$ cat src/rtl/issue_scoreboard_pkg.sv
// Shared encodings for the decode/issue stage: exception codes, mult/div start codes, held-slot layout.
// No logic lives here; tnew/tuse widths stay with the parametrised modules.
package issue_scoreboard_pkg;

  localparam logic [4:0] EXC_NONE = 5'd0;
  localparam logic [4:0] EXC_RI   = 5'd10;

  typedef enum logic [1:0] {
    XS_NONE = 2'b00,
    XS_MUL  = 2'b01,
    XS_DIV  = 2'b10,
    XS_RSVD = 2'b11
  } xstart_e;

  typedef struct packed {
    logic        valid;
    logic [31:0] instr;
    logic [31:0] pc;
    logic [4:0]  exc;
  } held_t;

endpackage

$ cat src/rtl/issue_scoreboard_tnew_scoreboard.sv
// Per-register tnew countdown: decrements on advance, one write port, two read ports, reg 0 never held.
// Latency 1 on writes, reads combinational; frozen whenever advance is low.
module tnew_scoreboard #(
  parameter int NREG = 32,
  parameter int AW   = 5,
  parameter int TW   = 4
) (
  input  logic          clk,
  input  logic          reset,
  input  logic          advance,
  input  logic          clear,
  input  logic          wr_en,
  input  logic [AW-1:0] wr_addr,
  input  logic [TW-1:0] wr_val,
  input  logic [AW-1:0] ra0,
  input  logic [AW-1:0] ra1,
  output logic [TW-1:0] rd0,
  output logic [TW-1:0] rd1
);

  localparam logic [TW-1:0] ONE = 1;

  logic [TW-1:0] cnt [NREG];

  always_ff @(posedge clk) begin
    if (!reset) begin
      for (int r = 0; r < NREG; r++) cnt[r] <= '0;
    end else if (clear) begin
      for (int r = 0; r < NREG; r++) cnt[r] <= '0;
    end else begin
      for (int r = 0; r < NREG; r++)
        if (advance && cnt[r] != '0) cnt[r] <= cnt[r] - ONE;
      // a fresh producer overrides that entry's decrement in the same cycle
      if (wr_en && wr_addr != '0) cnt[wr_addr] <= wr_val;
    end
  end

  assign rd0 = cnt[ra0];
  assign rd1 = cnt[ra1];

endmodule

$ cat src/rtl/issue_scoreboard.sv
// Decode/issue stage: hazard check against tnew scoreboard and mult/div timer, one-entry output register.
// Latency 1 from fire to out_valid; holds and freezes the scoreboard while out_ready is low.
module issue_scoreboard
  import issue_scoreboard_pkg::*;
#(
  parameter int NREG    = 32,
  parameter int AW      = 5,
  parameter int TW      = 4,
  parameter int MUL_LAT = 5,
  parameter int DIV_LAT = 10
) (
  input  logic          clk,
  input  logic          reset,
  input  logic          in_valid,
  output logic          in_ready,
  input  logic [31:0]   in_instr,
  input  logic [31:0]   in_pc,
  input  logic [AW-1:0] in_rs,
  input  logic [TW-1:0] in_rsuse,
  input  logic [AW-1:0] in_rt,
  input  logic [TW-1:0] in_rtuse,
  input  logic [AW-1:0] in_tar,
  input  logic [TW-1:0] in_tnew,
  input  logic          in_xalu,
  input  logic [1:0]    in_xstart,
  input  logic          in_ri,
  input  logic          flush,
  input  logic          out_ready,
  output logic          out_valid,
  output logic [31:0]   out_instr,
  output logic [31:0]   out_pc,
  output logic [AW-1:0] out_tar,
  output logic [TW-1:0] out_tnew,
  output logic [4:0]    out_exc,
  output logic          xalu_busy,
  output logic [31:0]   stall_cnt
);

  localparam int MAX_LAT = (MUL_LAT > DIV_LAT) ? MUL_LAT : DIV_LAT;
  localparam int BW      = $clog2(MAX_LAT + 1);

  localparam logic [TW-1:0] TUSE_NONE = '1;
  localparam logic [BW-1:0] MUL_LOAD  = BW'(MUL_LAT);
  localparam logic [BW-1:0] DIV_LOAD  = BW'(DIV_LAT);
  localparam logic [BW-1:0] BUSY_ONE  = 1;

  held_t         held;
  logic [AW-1:0] held_tar;
  logic [TW-1:0] held_tnew;
  logic [BW-1:0] busy;
  logic [TW-1:0] rs_cnt, rt_cnt;
  logic          rs_haz, rt_haz, x_haz, hazard;
  logic          slot_free, fire, sb_wr;

  tnew_scoreboard #(.NREG(NREG), .AW(AW), .TW(TW)) u_sb (
    .clk     (clk),
    .reset   (reset),
    .advance (out_ready),
    .clear   (flush),
    .wr_en   (sb_wr),
    .wr_addr (in_tar),
    .wr_val  (in_tnew),
    .ra0     (in_rs),
    .ra1     (in_rt),
    .rd0     (rs_cnt),
    .rd1     (rt_cnt)
  );

  // a source stalls only if its producer is still further away than the point it is consumed
  assign rs_haz    = (in_rsuse != TUSE_NONE) && (in_rs != '0) && (rs_cnt > in_rsuse);
  assign rt_haz    = (in_rtuse != TUSE_NONE) && (in_rt != '0) && (rt_cnt > in_rtuse);
  assign x_haz     = in_xalu && (busy != '0);
  assign hazard    = rs_haz || rt_haz || x_haz;

  assign slot_free = !held.valid || out_ready;
  assign in_ready  = slot_free && !hazard && !flush;
  assign fire      = in_valid && in_ready;
  assign sb_wr     = fire && !in_ri && (in_tnew != '0);

  always_ff @(posedge clk) begin
    if (!reset) begin
      held      <= '0;
      held_tar  <= '0;
      held_tnew <= '0;
    end else if (flush) begin
      held.valid <= 1'b0;
    end else if (fire) begin
      held.valid <= 1'b1;
      held.pc    <= in_pc;
      if (in_ri) begin
        held.instr <= '0;
        held.exc   <= EXC_RI;
        held_tar   <= '0;
        held_tnew  <= '0;
      end else begin
        held.instr <= in_instr;
        held.exc   <= EXC_NONE;
        held_tar   <= in_tar;
        held_tnew  <= in_tnew;
      end
    end else if (out_ready) begin
      held.valid <= 1'b0;
    end
  end

  // mult/div timer runs regardless of downstream backpressure or flush
  always_ff @(posedge clk) begin
    if (!reset)
      busy <= '0;
    else if (fire && !in_ri && in_xstart == XS_MUL)
      busy <= MUL_LOAD;
    else if (fire && !in_ri && in_xstart == XS_DIV)
      busy <= DIV_LOAD;
    else if (busy != '0)
      busy <= busy - BUSY_ONE;
  end

  always_ff @(posedge clk) begin
    if (!reset)
      stall_cnt <= '0;
    else if (in_valid && hazard && !flush && stall_cnt != 32'hFFFF_FFFF)
      stall_cnt <= stall_cnt + 32'd1;
  end

  assign out_valid = held.valid;
  assign out_instr = held.instr;
  assign out_pc    = held.pc;
  assign out_exc   = held.exc;
  assign out_tar   = held_tar;
  assign out_tnew  = held_tnew;
  assign xalu_busy = (busy != '0);

endmodule

$ cat config.mk
export PLATFORM = sky130hd
export DESIGN_NAME = issue_scoreboard
export DESIGN_NICKNAME = d
export VERILOG_FILES = /design/src/rtl/issue_scoreboard_pkg.sv /design/src/rtl/issue_scoreboard_tnew_scoreboard.sv /design/src/rtl/issue_scoreboard.sv
export SDC_FILE = /design/constraint.sdc
export NUM_CORES = 1
export LEC_CHECK = 0
export CAP_MARGIN = 20
export CELL_PAD_IN_SITES_DETAIL_PLACEMENT = 2
export CELL_PAD_IN_SITES_GLOBAL_PLACEMENT = 2
export CORE_MARGIN = 2
export CORE_UTILIZATION = 38
export DETAILED_ROUTE_END_ITERATION = 8
export PLACE_DENSITY = 0.93
export SETUP_SLACK_MARGIN = 0.02
export SLEW_MARGIN = 10
export SYNTH_ARGS = -nofsm -noshare
export SYNTH_HDL_FRONTEND = slang
export SYNTH_SLANG_ARGS = --single-unit
$ cat constraint.sdc
create_clock -name clk -period 18.4 [get_ports clk]
set_input_delay 4.6 -clock clk [delete_from_list [all_inputs] [get_ports clk]]
set_output_delay 4.6 -clock clk [all_outputs]
set_load 0.02 [all_outputs]
# Word-level counts from Yosys, hierarchy flattened
# Memories as Yosys holds them, arrays and structs flattened.
# Cells that the tools add are included.
totals:
  register_bits: 115
  latchBits: 0
  ram_bits: 128
  romBits: 0
  out_inout_bits: 113
  word_cells: 424
  n_memories: 1
classes:
  add_sub_neg: 34
  multipliers: 0
  n_div: 0
  order_cmp: 2
  eq_ne: 5
  shifts: 0
  muxes: 209
  n_bitwise: 66
  reduce_logical: 98
memory_table:
  columns: ["name", "depth", "word_bits", "rd", "rd_clocked_by_memory_dff", "write_ports", "line_no", "text"]
  rows:
  - ["u_sb.cnt", 32, 4, 34, 0, 33, "issue_scoreboard_tnew_scoreboard.sv:23", "logic [TW-1:0] cnt [NREG];"]
ops:
  columns: ["cell", "count"]
  rows:
  - ["$mux W4", 68]
  - ["$mux W1", 138]
  - ["$reduce_bool A4 Y1", 34]
  - ["$sub A4 B1 Y4 const B", 33]
  - ["$or A1 B1 Y1", 64]
  - ["$logic_and A1 B1 Y1", 48]
  - ["$add A32 B1 Y32 const B", 1]
  - ["$mux W32", 1]
  - ["$ne A32 B32 Y1 const B", 1]
  - ["$reduce_bool A5 Y1", 3]
  - ["$gt A4 B4 Y1", 2]
  - ["$ne A4 B4 Y1 const B", 2]
  - ["$mux W5", 1]
  - ["$logic_not A1 Y1", 4]
  - ["$reduce_bool A2 Y1", 2]
  - ["$reduce_or A2 Y1", 2]
  - ["$logic_or A1 B1 Y1", 3]
  - ["$mux W3", 1]
  - ["$reduce_bool A3 Y1", 1]
  - ["$eq A2 B1 Y1 const B", 1]
  - ["$eq A2 B2 Y1 const B", 1]
  - ["$not A1 Y1", 2]
  - ["$reduce_and A2 Y1", 1]

# Longest topological paths before layout
# Gate-level depths: netlist of the first run.
depth:
  depth_word: 16
  mapped_depth: 15

# Cells and area by module
# Synthesis of the first run repeated with hierarchy kept, for this count alone.
unflattened:
  hier_cells: 1492
  area_unflattened_um2: 15120.8
by_module_without_submodules:
  columns: ["module", "n_inst", "cells_per_inst", "area_each_um2", "seq_area_each_um2"]
  rows:
  - ["tnew_scoreboard", 1, 873, 10141.0, 3843.7]
  - ["issue_scoreboard", 1, 619, 4979.8, 2222.1]

# Least setup slack after synthesis of the first run
# OpenSTA, ideal clock, no wires.
synth_timing:
  path_type: "input-to-output"
  start: "input port in_rt[0]"
  end: "output port in_ready"
  arrival_time_ps: 8344
  required_ps: 13800
  slack_ps: 5456
  stages: 12
  cell_sequence: "buf_2 buf_1 mux4_2 mux4_2 mux2_2 ha_1 nor2b_1 o211ai_1 a21oi_2 or3_1 buf_6 nor3_1"
synth_between:
  elab_chain_cells: 8
  word_cells_on_any_way: 10
  cone_classes: "order compare: 1; reduce/logical: 8; memory: 1"
synth_lines:
  columns: ["item", "line_no", "text"]
  rows:
  - ["from (decl)", "issue_scoreboard.sv:20", "input logic [AW-1:0] in_rt,"]
  - ["$mem_v2 Z32 W4 / $reduce_bool A5 Y1 (equally long branches)", null, null]
  - ["$gt A4 B4 Y1 / $logic_and A1 B1 Y1 (equally long branches)", "issue_scoreboard.sv:71", "assign rt_haz = (in_rtuse != TUSE_NONE) && (in_rt != '0) && (rt_cnt > in_rtuse);"]
  - ["$logic_and A1 B1 Y1 (*)", "issue_scoreboard.sv:71", null]
  - ["$logic_or A1 B1 Y1 (*) (2 in series)", "issue_scoreboard.sv:73", "assign hazard = rs_haz || rt_haz || x_haz;"]
  - ["$logic_not A1 Y1 (*)", "issue_scoreboard.sv:76", "assign in_ready = slot_free && !hazard && !flush;"]
  - ["$logic_and A1 B1 Y1 (*) (2 in series)", "issue_scoreboard.sv:76", null]
  - ["to (decl)", "issue_scoreboard.sv:15", "output logic in_ready,"]
# Mark *: on every way between the ends. The rest lies on a longest branch, timed or not.

# Final worst setup path of the first run
layout_timing:
  start: "input port in_rt[1]"
  end: "output port in_ready"
# Same word-level chain as after synthesis.

==> results.py, run 1 <==
metrics = {
    "yosys": {
        "synth_top_area_share_pct": 24.7,
        "synth_common_cells": "nand2_1 (136), edfxtp_1 (128), dfxtp_1 (111), nor2_1 (111), mux2_2 (96)",
        "post-synth-top-count-cell": "nand2_1",
        "synth_area_per_cell_um2": 10.0,
        "ys_warn_count": 0,
        "synth.yosys.seq_area_share_pct": 39.0,
        "synth_area_leader_cell": "edfxtp_1",
        "synth_edf_count": 128,
        "synth_ff_type": "edfxtp_1",
        "ys_types": 55,
        "synth.area.top_cells": "edfxtp_1 (25%), dfxtp_1 (14%), mux4_2 (12%), mux2_2 (7.0%), ha_1 (4.4%)",
        "synth_seq_cells": 239,
        "netlist_area_um2": 15500,
        "syn_inst": 1553,
        "synthArstFlopShare_pct": 0,
    },
    "clock_tree": {
        "cts_setup_buffers": 0,
        "cts_hold_buf": 0,
        "cts_resized": 0,
        "htreeDepth": 1,
        "cts_num_sinks": 239,
        "clockRootBuffer": "clkbuf_16",
        "cts_buffers": 29,
        "cts_buffer_depth": 3,
        "cts_tree": "built",
        "clk_pin_slew_ns": 0.06,
        "worstSkewPairLatency_ns": 0.58,
    },
    "timing": {
        "fmax_mhz": 70.8,
        "rsz0062_at_grt": "false",
        "hold_viol": 0,
        "drv_slew": 0,
        "fin_crit_ns": 14.13,
        "setup_viol": 0,
        "finalSetupTns_ns": 0,
        "worst_slew_pin_slew_ns": 1.15,
        "finClkSkew_ns": 0.0300,
        "slew_headroom_pct": 23.4,
        "period_share_pct": 76.8,
    },
    "global_route": {
        "grt_pass1_vias": 15500,
        "overflow": 0,
        "grt_max_degree": 98,
        "grt_usage_pct": 29.5,
        "grt_pass1_wl_um": 94900,
        "antenna_found_initial": 6,
    },
    "worst_setup_path": {
        "crit_end": "in_ready",
        "path_delay_family": "buffers and inverters",
        "crit_type": "in -> out",
        "crit_cells": 12,
        "critPathLaunchType": "input pin",
        "crit_start": "in_rt[1]",
        "critical_path.max_fanout": 33,
        "cpMaxStageDelayCell": "a21oi_2",
        "endpoint_kind": "output pin",
        "cp.required_ns": 13.80,
        "rrSetupSlack_ns": 13.05,
        "rr_startpoint": "u_sb.cnt[31][1]",
        "slowest_delay_ns": 0.71,
        "ff2ff_path_depth": 11,
        "timing.rr.end": "u_sb.cnt[17][0]",
        "crit_arrival_ns": 9.53,
        "critPathBufInv": 3,
        "crit_chain": "clkdlybuf4s50_1, buf_4, mux4_2, mux4_2, mux2_2, ha_1, nor2b_1, o211ai_1, a21oi_2, or3_1, nor3_1, clkdlybuf4s50_1",
    },
    "detailed_routing": {
        "vias": 13700,
        "drt-initial-drc-count": 1077,
        "drt-total-wl_um": 62800,
        "route.detailed.drc": 0,
        "wl_per_cell_um": 27.9,
        "dr.pass1.iters": 7,
        "ant_nets": 0,
        "viasPerCell": 6.11,
    },
    "pwr": {
        "p_per_area_nw_per_um2": 86.5,
        "power_mw": 1.63,
        "peakVddDrop_uv": 76.9,
        "p_leak_nw": 6.82,
    },
    "hold_path": {
        "hold_depth": 2,
        "min-delay-path-class": "reg -> reg",
    },
    "floorplan": {
        "dieArea_um2": 42500,
        "rows": 74,
        "start_util_pct": 38.2,
        "die_x_um": 206,
        "core_um2": 40600,
        "die-height_um": 206,
        "boundaryPins": 213,
    },
    "status": {
        "status": "finished, final reports clean",
    },
    "run": {
        "drv_cap": 0,
    },
    "place": {
        "io_buffers": 209,
        "gp_congestion": 0.928,
        "post-dp-hpwl_um": 45500,
    },
    "cells_and_area": {
        "final_util_pct": 46.5,
        "drive_gt1_share_pct": 15.6,
        "syn_to_final_growth_pct": 21.6,
        "fill_cells": 4196,
        "finalNetCount": 1850,
    },
}
[worst min path at each step]
stage / from / end
after global routing: out_instr[28] / out_instr[28]
after CTS: out_tnew[3] / out_tnew[3]
after detailed placement: out_pc[31] / out_pc[31]
after floorplan: out_instr[0] / out_instr[0]
final: out_pc[31] / out_pc[31]
after global placement: out_pc[4] / out_pc[4]
[layout by cell type (no fill, tap or decap), drive strengths merged, types with 20 or more instances in the layout]
cell           count
mux2i             23
buf               23
a21oi             53
mux4              80
or4               22
dfxtp            111
o21ai             92
nand2b            20
edfxtp           128
nor3              76
clkbuf            42
mux2             104
inv               81
nand2            136
clkdlybuf4s50    206
ha                55
xnor2             30
nand3             92
nor2             112
or3               58
[tightest hold or removal path, stage by stage (launching register included)]
cell and delay [ns]:
dfxtp_1 0.31, nand2_1 0.05, o21ai_0 0.06
[layer usage]
metal  global-route usage, %  vias to the layer above  routed length [um]
met5                       0                        -                  15
met4                    12.1                        2                2660
met1                    33.0                     6969               23300
met3                    9.10                      185                5320
met2                    52.0                      610               31400
li1                        -                     5971                   -
[per-stage QoR]
step                area (um^2)  worst slack [ns]  cells  hold slack, ns
floorplan                 15500              5.46   1555           0.533
global placement          17900              4.67   2190           0.443
detailed placement        17900              4.26   2191           0.457
CTS                       18800              4.26   2242           0.463
global route              18900              4.14   2247           0.484
finish                    18900              4.27   2250           0.459
[cell families after synthesis]
logic type / count (synthesis) / synth area share [%]
DFF: 239 / 39.0
xor gates and xnor gates: 42 / 2.37
AOI/OAI and AO/OA: 194 / 7.17
adders and majority gates: 55 / 4.43
muxes: 207 / 20.6
other: 1 / 0.0241
buffers and inverters: 202 / 5.51
and+or+nand+nor: 613 / 20.9
[cell type report]
class / count / area, um^2 / share of cell area (%)
antenna: 3 / 7.51 / 0.0397
clock buffer: 40 / 828 / 4.38
clock inverter: 11 / 106 / 0.563
inverter: 80 / 300 / 1.59
multi-input combinational: 1114 / 8650 / 45.8
sequential: 239 / 6070 / 32.1
tap: 532 / 666 / 3.52
timing repair buffer: 231 / 2270 / 12.0
[flip-flops by register name (all words and copies together), names as in the netlist]
name       count
out_instr     32
out_valid      1
stall_cnt     32
u_sb.cnt     128
out_pc        32
out_exc        1
out_tar        5
out_tnew       4
busy           4
[where the power goes]
part	total [mW]	internal (mW)	leakage, nW	switching, mW
clock network	0.580	0.340	0.465	0.241
logic	0.386	0.158	4.02	0.228
registers	0.668	0.606	2.34	0.0621
No activity file was read; power rests on OpenSTA's default activity.
==> inputs of run 2 (changes only) <==
CORE_UTILIZATION = 36   (was 38)
PLACE_DENSITY = 0.89   (was 0.93)
clock period = 13.6 ns   (was 18.4 ns; I/O delays follow)
==> run 2 against run 1 <==
Net effect: via count is 1.2% lower; die area is 5.4% higher; count of clock-buffer cells in the layout is 5 higher; highest routed layer is now met4; first-iteration DRC count is 21% lower; total power is 36% higher; routed wire length is 4.3% lower; clock power is 39% higher.
==> results.py, run 2 (synthesis results as in run 1) <==
metrics = {
    "status": {
        "status": "finished, final reports clean",
    },
    "worst_setup_path": {
        "crit_type": "in -> out",
        "timing.rr.end": "u_sb.cnt[17][3]",
        "cp.required_ns": 10.20,
        "slowest_delay_ns": 1.23,
        "critPathLaunchType": "input pin",
        "crit_cells": 12,
        "path_delay_family": "buffers and inverters",
        "rr_startpoint": "u_sb.cnt[30][1]",
        "endpoint_kind": "output pin",
        "critPathBufInv": 3,
        "cpMaxStageDelayCell": "clkdlybuf4s50_1",
        "crit_arrival_ns": 8.50,
        "critical_path.max_fanout": 21,
        "crit_chain": "clkdlybuf4s50_1, buf_4, mux4_2, mux4_2, mux2_2, ha_1, nand4_1, o211ai_2, a21oi_2, or3_1, nor3_1, clkdlybuf4s50_1",
        "rrSetupSlack_ns": 8.82,
        "ff2ff_path_depth": 11,
    },
    "timing": {
        "fin_crit_ns": 11.90,
        "period_share_pct": 87.5,
        "finalSetupTns_ns": 0,
        "setup_viol": 0,
        "worst_slew_pin_slew_ns": 1.15,
        "hold_viol": 0,
        "rsz0062_at_grt": "false",
        "fmax_mhz": 84.1,
        "finClkSkew_ns": 0.0220,
        "slew_headroom_pct": 23.4,
        "drv_slew": 0,
    },
    "place": {
        "gp_congestion": 0.929,
        "io_buffers": 209,
        "placed_cell_area_um2": 18000,
        "post-dp-hpwl_um": 43000,
    },
    "floorplan": {
        "die-height_um": 212,
        "boundaryPins": 213,
        "rows": 76,
        "start_util_pct": 36.2,
        "dieArea_um2": 44900,
        "core_um2": 42900,
        "die_x_um": 212,
    },
    "clock_tree": {
        "cts_setup_buffers": 0,
        "worstSkewPairLatency_ns": 0.58,
        "cts_buffers": 31,
        "cts_resized": 0,
        "clk_pin_slew_ns": 0.06,
        "cts_tree": "built",
        "htreeDepth": 1,
        "cts_num_sinks": 239,
        "cts_buffer_depth": 3,
        "clockRootBuffer": "clkbuf_16",
        "cts_hold_buf": 0,
    },
    "detailed_routing": {
        "drt-total-wl_um": 60100,
        "vias": 13600,
        "viasPerCell": 5.89,
        "route.detailed.drc": 0,
        "drt-initial-drc-count": 846,
        "wl_per_cell_um": 26.0,
        "dr.pass1.iters": 5,
        "ant_nets": 0,
    },
    "cells_and_area": {
        "syn_to_final_growth_pct": 22.2,
        "ff_latch_area_um2": 6070,
        "multi_input_area_um2": 8650,
        "finalNetCount": 1851,
        "final_util_pct": 44.3,
        "final_common_cell": "clkdlybuf4s50_1",
        "final_cell_mix": "clkdlybuf4s50_1 (206), nand2_1 (135), edfxtp_1 (128), dfxtp_1 (111), nor2_1 (109)",
        "drive_gt1_share_pct": 15.6,
        "fill_cells": 4450,
        "fin_area_um2": 19000,
        "largest_reg_flops": 128,
        "regMostFlops": "u_sb.cnt",
    },
    "hold_path": {
        "hold_depth": 2,
        "min_to": "out_tar[4]",
        "hold_path.startpoint": "out_tar[4]",
        "min-delay-path-class": "reg -> reg",
    },
    "global_route": {
        "antenna_found_initial": 1,
        "grt_usage_pct": 26.3,
        "grt_max_degree": 95,
        "grt_pass1_vias": 15000,
        "grt_pass1_wl_um": 90300,
        "overflow": 0,
    },
    "pwr": {
        "peakVddDrop_uv": 97.2,
        "p_per_area_nw_per_um2": 117,
        "p_leak_nw": 6.84,
    },
    "run": {
        "drv_cap": 0,
    },
}
-- run 2: cell types whose count changed in the layout (fill, tap and decap cells not counted), sizes merged --
| cell | before | now |
|---|---|---|
| clkinv | 8 | 10 |
| bufinv | 2 | 1 |
| diode | 3 | 1 |
| buf | 23 | 22 |
| inv | 81 | 80 |
| clkinvlp | 0 | 1 |
| clkbuf | 42 | 47 |
-- run 2: per-layer routing --
| metal | vias to the layer above | GRT usage, % | routed length, um |
|---|---|---|---|
| met5 | - | 0 | 0 |
| met4 | 0 | 9.42 | 2230 |
| met3 | 140 | 7.54 | 5170 |
| met2 | 537 | 46.3 | 29700 |
| met1 | 6916 | 30.4 | 22900 |
| li1 | 5986 | - | - |
-- run 2: power breakdown --
group	total, mW	internal, mW	leakage (nW)	switching (mW)
sequential	0.901	0.820	2.34	0.0810
clock	0.805	0.473	0.484	0.332
combinational	0.510	0.212	4.01	0.298
-- run 2: area by class of cell --
class                   count  area share (%)
repair buffers            230            11.9
clock buffers              45            4.74
well taps                 585            3.85
inverters                  80            1.58
clock inverters            12           0.435
diodes                      1          0.0132
multi-input cells        1114            45.5
flip-flops and latches    239            31.9
-- run 2: worst max-delay path by stage --
stage               startpoint        to  slack [ns]
detailed placement    in_rt[1]  in_ready        1.83
CTS                   in_rt[1]  in_ready        1.81
finish                in_rt[1]  in_ready        1.70
global placement      in_rt[1]  in_ready        2.00
global route          in_rt[1]  in_ready        1.52
floorplan             in_rt[0]  in_ready        3.06
-- run 2: per-stage QoR --
stage                     total power [mW]  worst slack, ns  hold WS (ns)  std cells
after global placement                1.37             2.00         0.443       2244
final                                 2.22             1.70         0.457       2306
after detailed placement              1.41             1.83         0.455       2244
after floorplan                       1.21             3.06         0.533       1555
after CTS                             2.23             1.81         0.466       2301
after global routing                  2.31             1.52         0.480       2305
-- run 2: worst reg2reg max path, stage by stage (launching register included) --
cell,delay [ns]
edfxtp_1,0.51
mux4_2,0.54
mux4_2,0.47
mux2_2,0.28
ha_1,0.30
nor2b_1,0.15
o211ai_1,0.20
a21oi_2,0.23
nor3_4,0.22
buf_4,0.63
nand4_1,0.54
mux2_2,0.44
==> variant, RTL diff (config.mk and constraints of run 2) <==
Put one more register stage on the output `stall_cnt`. The value now appears one clock later. The other outputs are not delayed to match.
--- a/src/rtl/issue_scoreboard.sv
+++ b/src/rtl/issue_scoreboard.sv
@@ -44,4 +44,6 @@
   localparam logic [BW-1:0] DIV_LOAD  = BW'(DIV_LAT);
   localparam logic [BW-1:0] BUSY_ONE  = 1;
+
+  logic [31:0] stall_cnt_s0;
 
   held_t         held;
@@ -118,7 +120,7 @@
   always_ff @(posedge clk) begin
     if (!reset)
-      stall_cnt <= '0;
-    else if (in_valid && hazard && !flush && stall_cnt != 32'hFFFF_FFFF)
-      stall_cnt <= stall_cnt + 32'd1;
+      stall_cnt_s0 <= '0;
+    else if (in_valid && hazard && !flush && stall_cnt_s0 != 32'hFFFF_FFFF)
+      stall_cnt_s0 <= stall_cnt_s0 + 32'd1;
   end
 
@@ -131,4 +133,8 @@
   assign xalu_busy = (busy != '0);
 
+  always_ff @(posedge clk) begin
+    stall_cnt <= stall_cnt_s0;
+  end
+
 endmodule
 
Function: not settled (the Yosys comparison gave no result); the edit may change what the design does.
==> variant against run 2 <==
Via count is 1.3% higher. Final area is 5.3% higher. Worst setup slack worse by 0.47 ns. Wire length is 2.4% higher. Sequential share of layout area is 1.6 points higher. Power is 7.7% higher. Sequential cell count is 32 higher. Synthesized area is 5.6% higher.
==> variant: results (changes against run 2) <==
- Status: finished clean (unchanged)
- Top FF cell, synth: dfxtp_1 (was edfxtp_1)
- Mux contribution to synthesized area: 20.4% (was 20.6%)
- Reg2Reg Setup Slack: 8.37 ns (was 8.82 ns)
- LEAKAGE: 7.27 nW (was 6.84 nW)
- GR Util met3: 6.53% (was 7.54%)
- Port Buffers: 209 (unchanged)
- H-tree depth: 2 (was 1)
- Synth Area in Compound Gates: 7.17% (about the same)
- Top cells by area, synth: edfxtp_1 (23%), dfxtp_1 (17%), mux4_2 (11%) (was edfxtp_1 (25%), dfxtp_1 (14%), mux4_2 (12%))
- Fin cells: 2365 (was 2306)
- Hold Path End: stall_cnt[17] (was out_tar[4])
- Met1 WL: 23300 um (was 22900 um)
- Post-synthesis sequential area ratio: 40.9% (was 39.0%)
- Nets: 1899 (was 1851)
- Share of cells above drive strength 1: 17.9% (was 15.6%)
- Antenna violations before repair: 2 (was 1)
- Dpl cells: 2303 (was 2244)
- Maximum VDD drop: 91.5 uV (was 97.2 uV)
- Hold Path Origin: stall_cnt_s0[17] (was out_tar[4])
- Worst hold stages: 0 (was 2)
- Total track usage: 26.0% (was 26.3%)
- Worst-path fanout max: 59 (was 21)
- Measured slew at the worst slew-check pin: 1.11 ns (was 1.15 ns)
- Dpl cell area: 18900 sq um (was 18000 sq um)
- Period utilization: 90.9% (was 87.5%)
- Highest routed layer: met5 (was met4)
- Worst Hold Class: reg2reg (unchanged)
- Reg-to-reg critical path startpoint: u_sb.cnt[20][1] (was u_sb.cnt[30][1])
- Grt met2 use: 46.2% (was 46.3%)
- WL met2: 31200 um (was 29700 um)
- Met3 Routed Length: 4490 um (was 5170 um)
- CTS Buf Count: 35 (was 31)
- WL/cell: 26.0 um (about the same)
- Filler cells: 4693 (was 4450)
- Synth Instances: 1574 (was 1553)
- Crit path capture: in_ready (unchanged)
- Xor/xnor share of the synthesized area: 1.60% (was 2.37%)
- Post-DP HPWL: 43300 um (was 43000 um)
- N_diodes: 0 (was 1)
- Layout Skew: 0.0167 ns (was 0.0220 ns)
- Post-synthesis cell type count: 59 (was 55)
- Drt first pass iters: 5 (unchanged)
- Commonest cells in the synthesized netlist: nand2_1 (163), nor2_1 (151), dfxtp_1 (143) (was nand2_1 (136), edfxtp_1 (128), dfxtp_1 (111), nor2_1 (111), mux2_2 (96))
- Vias per cell: 5.82 (was 5.89)
- Initial DRC count: 989 (was 846)
- Slowest cell delay on critical path: 0.89 ns (was 1.23 ns)
- First-pass GRT wire length: 94000 um (was 90300 um)
- Number of global-route vias before repair: 15600 (was 15000)
- Synth Area in Adders: 4.19% (was 4.43%)
- Hold slack: 0.382 ns (was 0.457 ns)
- Int Power: 1.63 mW (was 1.51 mW)
- Reg2reg end: u_sb.cnt[16][3] (was u_sb.cnt[17][3])
- DP Worst Slack: 1.34 ns (was 1.83 ns)
- Layout Utilization: 44.3% (about the same)
- Largest net degree at the start of global routing: 82 (was 95)
## variant: area by class of cell
| cell class | count | share of cell area (%) |
|---|---|---|
| tap | 600 | 3.75 |
| clock buffer | 50 | 4.87 |
| sequential | 271 | 33.5 |
| timing repair buffer | 232 | 11.5 |
| clock inverter | 8 | 0.300 |
| multi-input combinational | 1130 | 44.6 |
| inverter | 74 | 1.39 |
## variant: power by group through the flow
stage          Sequential [mW]  Clock [mW]  Combinational (mW)
2_1_floorplan            0.986           0               0.336
3_3_place_gp             0.996           0               0.478
3_5_place_dp              1.00           0               0.516
4_1_cts                  0.988       0.893               0.524
5_1_grt                  0.995       0.920               0.570
6_report                 0.991       0.872               0.525
## variant: worst register-to-register path, cell delays in order, from the launching register on
cell and delay [ns]:
edfxtp_1 0.51, mux4_2 0.58, mux4_2 0.50, mux2_2 0.32
ha_1 0.29, nor2b_1 0.16, o211ai_1 0.27, a21o_2 0.29
and4_4 0.51, buf_4 0.82, nand4_4 0.35, mux2_2 0.38
